<file path="config.mk">
export PLATFORM = sky130hd
export DESIGN_NAME = tag_match_pipe
export DESIGN_NICKNAME = d
export VERILOG_FILES = /design/src/rtl/tag_match_pipe.sv
export SDC_FILE = /design/constraint.sdc
export NUM_CORES = 1
export LEC_CHECK = 0
export ABC_AREA = 1
export BUFFER_PORTS_ARGS = -buffer_cell sky130_fd_sc_hd__buf_4
export CORE_ASPECT_RATIO = 2
export CORE_MARGIN = 4
export CORE_UTILIZATION = 50
export CTS_CLUSTER_SIZE = 20
export DETAILED_ROUTE_END_ITERATION = 16
export HOLD_SLACK_MARGIN = 0.1
export PLACE_DENSITY_LB_ADDON = 0.08
export SYNTH_ARGS = -nofsm -noshare
export SYNTH_HDL_FRONTEND = slang
export SYNTH_SLANG_ARGS = --single-unit
</file>
<file path="constraint.sdc">
create_clock -name clk -period 4.8 [get_ports clk]
set_input_delay 0.24 -clock clk [delete_from_list [all_inputs] [get_ports clk]]
set_output_delay 0.24 -clock clk [all_outputs]
set_load 0.01 [all_outputs]
</file>
<file path="src/rtl/tag_match_pipe.sv">
// tag_match_pipe: two-stage N-way tag comparator for the L2 lookup path.
//
// Stage 1 registers one request (tag, stored way tags, way valid bits).
// Stage 2 compares the captured tag against every valid way and registers
// hit, lowest matching way index and a multi-hit flag. Both stages use a
// valid/ready handshake with full backpressure. Saturating hit/miss counters
// count completed responses.
//
// Ports:
//   clk, rst_n        clock (rising edge), asynchronous active-low reset
//   req_valid/ready   request handshake
//   req_tag           address tag to look up
//   req_way_tags      stored tags, way i at [i*TAG_BITS +: TAG_BITS]
//   req_way_valid     per-way valid bits
//   resp_valid/ready  response handshake
//   resp_hit          at least one valid way matched
//   resp_way          lowest matching way (0 on miss)
//   resp_multi_hit    two or more valid ways matched
//   clr_counts        synchronous clear of both counters (wins over increment)
//   hit_count         saturating count of completed hit responses
//   miss_count        saturating count of completed miss responses
module tag_match_pipe #(
  parameter int unsigned TAG_BITS = 12,
  parameter int unsigned WAYS     = 4,
  parameter int unsigned CNT_BITS = 16,
  localparam int unsigned WAY_IDX = (WAYS > 1) ? $clog2(WAYS) : 1
) (
  input  logic                     clk,
  input  logic                     rst_n,
  input  logic                     req_valid,
  output logic                     req_ready,
  input  logic [TAG_BITS-1:0]      req_tag,
  input  logic [WAYS*TAG_BITS-1:0] req_way_tags,
  input  logic [WAYS-1:0]          req_way_valid,
  output logic                     resp_valid,
  input  logic                     resp_ready,
  output logic                     resp_hit,
  output logic [WAY_IDX-1:0]       resp_way,
  output logic                     resp_multi_hit,
  input  logic                     clr_counts,
  output logic [CNT_BITS-1:0]      hit_count,
  output logic [CNT_BITS-1:0]      miss_count
);

  // Stage 1 state
  logic                     s1_valid_q, s1_valid_d;
  logic [TAG_BITS-1:0]      s1_tag_q;
  logic [WAYS*TAG_BITS-1:0] s1_way_tags_q;
  logic [WAYS-1:0]          s1_way_valid_q;

  // Stage 2 state
  logic                     resp_valid_q, resp_valid_d;
  logic                     resp_hit_q, resp_hit_d;
  logic [WAY_IDX-1:0]       resp_way_q, resp_way_d;
  logic                     resp_multi_q, resp_multi_d;

  // Counters
  logic [CNT_BITS-1:0]      hit_cnt_q, hit_cnt_d;
  logic [CNT_BITS-1:0]      miss_cnt_q, miss_cnt_d;

  logic                     out_free;
  logic                     s1_adv;
  logic                     accept;
  logic                     resp_fire;

  // Output register can take a new result when empty or being drained.
  assign out_free  = !resp_valid_q || resp_ready;
  assign s1_adv    = s1_valid_q && out_free;
  assign req_ready = !s1_valid_q || out_free;
  assign accept    = req_valid && req_ready;
  assign resp_fire = resp_valid_q && resp_ready;

  // Stage 1 occupancy: a new accept refills the slot even as it advances.
  always_comb begin
    s1_valid_d = s1_valid_q;
    if (accept) begin
      s1_valid_d = 1'b1;
    end else if (s1_adv) begin
      s1_valid_d = 1'b0;
    end
  end

  always_ff @(posedge clk or negedge rst_n) begin
    if (!rst_n) begin
      s1_valid_q     <= 1'b0;
      s1_tag_q       <= '0;
      s1_way_tags_q  <= '0;
      s1_way_valid_q <= '0;
    end else begin
      s1_valid_q <= s1_valid_d;
      if (accept) begin
        s1_tag_q       <= req_tag;
        s1_way_tags_q  <= req_way_tags;
        s1_way_valid_q <= req_way_valid;
      end
    end
  end

  // Stage 2 compare: scanning upward, the first match sets the index and any
  // later match marks a multi-hit. With WAYS=1 neither the index nor the
  // multi-hit flag can ever leave 0.
  always_comb begin
    logic               found;
    logic               multi;
    logic [WAY_IDX-1:0] idx;
    found = 1'b0;
    multi = 1'b0;
    idx   = '0;
    for (int unsigned i = 0; i < WAYS; i++) begin
      if (s1_way_valid_q[i] && (s1_way_tags_q[i*TAG_BITS +: TAG_BITS] == s1_tag_q)) begin
        if (found) begin
          multi = 1'b1;
        end else begin
          found = 1'b1;
          idx   = WAY_IDX'(i);
        end
      end
    end

    resp_valid_d = resp_valid_q;
    resp_hit_d   = resp_hit_q;
    resp_way_d   = resp_way_q;
    resp_multi_d = resp_multi_q;
    if (s1_adv) begin
      resp_valid_d = 1'b1;
      resp_hit_d   = found;
      resp_way_d   = idx;
      resp_multi_d = multi;
    end else if (resp_ready) begin
      resp_valid_d = 1'b0;
    end
  end

  always_ff @(posedge clk or negedge rst_n) begin
    if (!rst_n) begin
      resp_valid_q <= 1'b0;
      resp_hit_q   <= 1'b0;
      resp_way_q   <= '0;
      resp_multi_q <= 1'b0;
    end else begin
      resp_valid_q <= resp_valid_d;
      resp_hit_q   <= resp_hit_d;
      resp_way_q   <= resp_way_d;
      resp_multi_q <= resp_multi_d;
    end
  end

  // Statistics: clear wins over a same-cycle increment; counts stick at max.
  always_comb begin
    hit_cnt_d  = hit_cnt_q;
    miss_cnt_d = miss_cnt_q;
    if (clr_counts) begin
      hit_cnt_d  = '0;
      miss_cnt_d = '0;
    end else if (resp_fire) begin
      if (resp_hit_q) begin
        if (hit_cnt_q != '1) begin
          hit_cnt_d = hit_cnt_q + CNT_BITS'(1);
        end
      end else begin
        if (miss_cnt_q != '1) begin
          miss_cnt_d = miss_cnt_q + CNT_BITS'(1);
        end
      end
    end
  end

  always_ff @(posedge clk or negedge rst_n) begin
    if (!rst_n) begin
      hit_cnt_q  <= '0;
      miss_cnt_q <= '0;
    end else begin
      hit_cnt_q  <= hit_cnt_d;
      miss_cnt_q <= miss_cnt_d;
    end
  end

  assign resp_valid     = resp_valid_q;
  assign resp_hit       = resp_hit_q;
  assign resp_way       = resp_way_q;
  assign resp_multi_hit = resp_multi_q;
  assign hit_count      = hit_cnt_q;
  assign miss_count     = miss_cnt_q;

endmodule

</file>
# ---- After elaboration in Yosys (flattened, before gate mapping)
# Cells that the tools add are included.
dict set report totals {
  regBits 102
  input_bits 69
  wordCells 66
}
dict set report classes {
  add_sub_neg 2
  eq_ne 7
  n_mux 28
  n_reduce_logical 19
}
# cell count
set op_table {}
lappend op_table {{$mux W16} 8}
lappend op_table {{$eq A12 B12 Y1} 4}
lappend op_table {{$add A16 B1 Y16 const B} 2}
lappend op_table {{$ne A16 B16 Y1 const B} 2}
lappend op_table {{$mux W1} 16}
lappend op_table {{$reduce_bool A2 Y1} 6}
lappend op_table {{$mux W2} 4}
lappend op_table {{$logic_and A1 B1 Y1} 7}
lappend op_table {{$reduce_and A3 Y1} 2}
lappend op_table {{$logic_not A1 Y1} 2}
lappend op_table {{$logic_or A1 B1 Y1} 2}
lappend op_table {{$ne A2 B2 Y1 const B} 1}

# ---- Logic depth before layout (Yosys ltp)
dict set report logic_depth {
  word_depth 9
  ltp_mapped 13
  mapped_depth_nobuf 12
}

# ---- Worst setup path after synthesis
# No wires, ideal clock.
dict set report synth_path {
  path_kind {flip-flop to flip-flop}
  from {register hit_cnt_q[0] (netlist: hit_count[0])}
  to {register hit_cnt_q[11] (netlist: hit_count[11])}
  setup_time_ns 0.095
  arrival_ns 1.579
  required_ns 4.705
  setup_slack_ns 3.125
  stages_incl_launch_ff 10
  period_less_slack_ns 1.675
  cell_sequence {dfrtp_1 ha_1 nand2_1 nor2_2 nand2_2 o21ai_4 nand2_2 clkinv_2 nand2_1 o31ai_1}
}
dict set report synth_between {
  elab_chain_len 5
}
# item line
set synth_rtl {}
lappend synth_rtl {{start, declared} 58} ;# logic [CNT_BITS-1:0] hit_cnt_q, hit_cnt_d;
lappend synth_rtl {{start signal, assigned} 173} ;# hit_cnt_q <= hit_cnt_d;
lappend synth_rtl {{$add A16 B1 Y16} 158} ;# hit_cnt_d = hit_cnt_q + CNT_BITS'(1);
lappend synth_rtl {{$mux W16} 157} ;# if (hit_cnt_q != '1) begin
lappend synth_rtl {{$mux W16} 156} ;# if (resp_hit_q) begin
lappend synth_rtl {{$mux W16} 155} ;# end else if (resp_fire) begin
lappend synth_rtl {{$mux W16} 152} ;# if (clr_counts) begin
# Several ways; a longest one is shown, not always the timed one. The select of a mux whose other input is x is not followed.
# A chain may end at the register's enable or synchronous reset.

# ---- Final worst setup path
dict set report layout_path {
  from {register hit_cnt_q[0] (netlist: hit_count[0])}
  to {register hit_cnt_q[12] (netlist: hit_count[12])}
}
# Same word-level chain as after synthesis.

==> metrics.md <==
| Metric | Value |
|---|---|
| Status | `complete, no violations` |
| Diode count | `0` |
| Reg power frac | `44.2%` |
| Avg Inst Size Synth | `7.58 sq um` |
| Largest net degree at the start of global routing | `62` |
| Startpoint types | `flip-flop` |
| Yosys warns | `0` |
| Crit path required time | `5030 ps` |
| Crit path max fanout | `14` |
| Overall routing resource usage | `23.7%` |
| Yosys cell types | `28` |
| Endpoints failing setup | `0` |
| Post-cts resize count | `0` |
| Worst Clk Skew | `13.0 ps` |
| TritonRoute pass-1 iters | `4` |
| Initial core utilization | `51.3%` |
| Die H | `155 microns` |
| Register area share after synthesis | `47.2%` |
| Worst-Skew Late Latency | `340 ps` |
| Vias in the first global route | `5003` |
| Switching Share | `28.8%` |
| First-pass GRT wire length | `23100 microns` |
| Reg area | `0.00255 sq mm` |
| Fin Setup TNS | `0 ps` |
| Worst hold slack | `132 ps` |
| Htree depth | `3` |
| CTS tree | `built` |
| Post-Syn Instances | `713` |
| Final HPWL DP | `10800 microns` |
| Crit path kind | `reg2reg` |
| Placer Congestion | `0.897` |
| Slew HR | `47.8%` |
| Final min period | `2160 ps` |
| Crit path capture type | `flip-flop` |
| Core area | `0.0105 sq mm` |
| Initial DRC count | `258` |
| Actual slew at the worst max-slew pin | `782 ps` |
| Die W | `81.5 microns` |
| Row count | `53` |
| Pleak | `3.38 nW` |
| Area occupied by multi-input gates | `0.00243 sq mm` |
| Clk sinks | `102` |
| Layout filler cell count | `976` |
| Worst-path clk slew | `70 ps` |
| Layout Area Growth over Synthesis | `23.1%` |
| Achievable frequency | `464 MHz` |
| Max clock buf depth | `2` |
| Ports | `107` |
| Register bit total from synthesis | `102` |
| CTS buffer count | `9` |
| Max VDD drop | `0.245 mV` |
| Remaining DRCs | `0` |
| Via count | `4906` |
| Drt total wl | `14100 microns` |
| Hold/Removal Path Class | `in2reg` |
| RSZ-0062 raised after global routing | `no` |
| Area of the die | `0.0126 sq mm` |
| Mapped Nets | `784` |
| Vias/cell | `5.14` |
| Tcrit/Tclk final | `44.9%` |
| Internal | `0.00165 W` |
| Synth Cell Area | `0.00541 sq mm` |
| Clock share of power | `36.5%` |
| Max cap viols | `0` |
| Final slew viol count | `0` |
| Pwr Density | `348 mW/mm^2` |
| Fin util | `63.1%` |
| IO Port Bufs | `106` |
| NetSw | `0.000668 W` |
| Gate power share | `19.3%` |
| Final net count | `884` |
| Post-DRT Antenna Nets | `0` |
| Clk root buf | `clkbuf_16` |
| Initial antenna violation count | `0` |
| Gr ovfl total | `0` |
| Crit path DAT | `2390 ps` |
| Layout cells sized above 1 | `19.9%` |
| Fin. Hold Viols | `0` |
| Wirelength per Cell | `14.8 microns` |
==> sequential cells by signal, summed over array words and instances, names as in the netlist <==
name,cells
hit_count,16
resp_multi_hit,1
s1_way_valid_q,4
s1_valid_q,1
resp_valid,1
miss_count,16
resp_way,2
s1_tag_q,12
resp_hit,1
s1_way_tags_q,48
==> cells in the mapped netlist, drive strengths merged <==
cell type / count / area, sq um
nor3: 8 / 45.0
buf: 11 / 67.6
mux2: 12 / 135
xor2: 14 / 123
nand3b: 1 / 7.51
dfrtp: 102 / 2550
clkinv: 1 / 5.00
nor2: 122 / 478
clkbuf: 9 / 33.8
a21oi: 61 / 313
xnor2: 10 / 87.6
nand3: 35 / 175
nand2: 194 / 743
o21ai: 22 / 133
a21boi: 1 / 7.51
inv: 86 / 323
nand4: 10 / 62.6
ha: 2 / 25.0
o31ai: 12 / 90.1
==> kinds of logic (layout without fill, tap and decap cells) <==
| kind of cell | Yosys count | in the layout | synth area share [%] |
|---|---|---|---|
| simple gates | 370 | 370 | 28.0 |
| buf+inv | 107 | 212 | 7.94 |
| flops | 102 | 102 | 47.2 |
| compound gates | 96 | 96 | 10.0 |
| xor+xnor | 24 | 24 | 3.89 |
| mux | 12 | 12 | 2.50 |
| fa+ha+maj | 2 | 2 | 0.463 |
==> layout make-up <==
class / count / area share [%]
Multi-Input combinational cell: 504 / 36.6
Tap cell: 137 / 2.58
Inverter: 87 / 4.93
Timing Repair Buffer: 109 / 12.3
Sequential cell: 102 / 38.4
Clock inverter: 5 / 1.60
Clock buffer: 11 / 3.65
==> power groups by stage <==
stage / registers (W) / clock network [W] / logic (W)
6_report: 0.00102 / 0.000846 / 0.000449
5_1_grt: 0.00104 / 0.000896 / 0.000514
4_1_cts: 0.00102 / 0.000858 / 0.000455
3_5_place_dp: 0.00104 / 0 / 0.000451
3_3_place_gp: 0.00104 / 0 / 0.000441
2_1_floorplan: 0.00102 / 0 / 0.000298
==> critical path: stages (launching register included) <==
cell and delay, ps:
dfrtp_1 470, ha_1 250, nand2_1 100, nor2_2 170, nand2_2 110, o21ai_4 420, nand2_2 190, clkinv_2 180
nand2_1 80, o31ai_1 70
==> layer usage <==
layer	up-vias	wire length, microns	global-route usage [%]
met2	118	8000	44.6
met4	0	549	11.6
met5	-	0	0
met3	42	523	3.19
met1	2303	5040	24.6
li1	2443	-	-
==> layout by cell type (no fill, tap or decap), types with 3 or more instances in the layout <==
| master | synthesis | layout |
|---|---|---|
| xnor2_1 | 10 | 10 |
| mux2_2 | 12 | 12 |
| xor2_1 | 14 | 14 |
| nor3_1 | 7 | 7 |
| nor2_1 | 118 | 118 |
| inv_2 | 11 | 11 |
| inv_1 | 75 | 75 |
| a21oi_1 | 59 | 59 |
| o31ai_1 | 12 | 12 |
| o21ai_0 | 11 | 11 |
| o21ai_1 | 9 | 9 |
| dfrtp_1 | 102 | 102 |
| buf_4 | 0 | 108 |
| nand2_2 | 6 | 6 |
| nand3_1 | 35 | 35 |
| nand2_1 | 188 | 187 |
| clkbuf_16 | 0 | 9 |
| bufinv_16 | 0 | 3 |
| nand4_1 | 10 | 10 |
==> path summary, 6_finish.rpt <==
path	end	startpoint	slack, ps	depth (start not counted)
worst min register to register	resp_way[0]$_DFFE_PN0P_	resp_way[0]$_DFFE_PN0P_	490	2
worst min-delay path	s1_way_valid_q[3]$_DFFE_PN0P_	req_way_valid[3]	130	2
worst max-delay path	hit_count[12]$_DFFE_PN0P_	hit_count[0]$_DFFE_PN0P_	2640	9
min in group asynchronous	miss_count[13]$_DFFE_PN0P_	rst_n	450	2
worst max register to register	hit_count[12]$_DFFE_PN0P_	hit_count[0]$_DFFE_PN0P_	2640	9
max in group asynchronous	resp_hit$_DFFE_PN0P_	rst_n	3190	3
==> what timing repair did <==
action                    in CTS  in global routing
hold endpoints to repair      48                  0
hold buffers                   1                  0
buffers inserted               0                  0
==> metrics by stage <==
step / area, sq um / total power [W] / worst slack [ps] / instances
floorplan: 5410 / 0.00132 / 3130 / 713
global placement: 6290 / 0.00148 / 2810 / 938
detailed placement: 6290 / 0.00149 / 2700 / 938
CTS: 6650 / 0.00234 / 2670 / 955
global route: 6650 / 0.00245 / 2450 / 955
finish: 6650 / 0.00232 / 2640 / 955
Note: power is estimated with default switching activity, not from simulation.
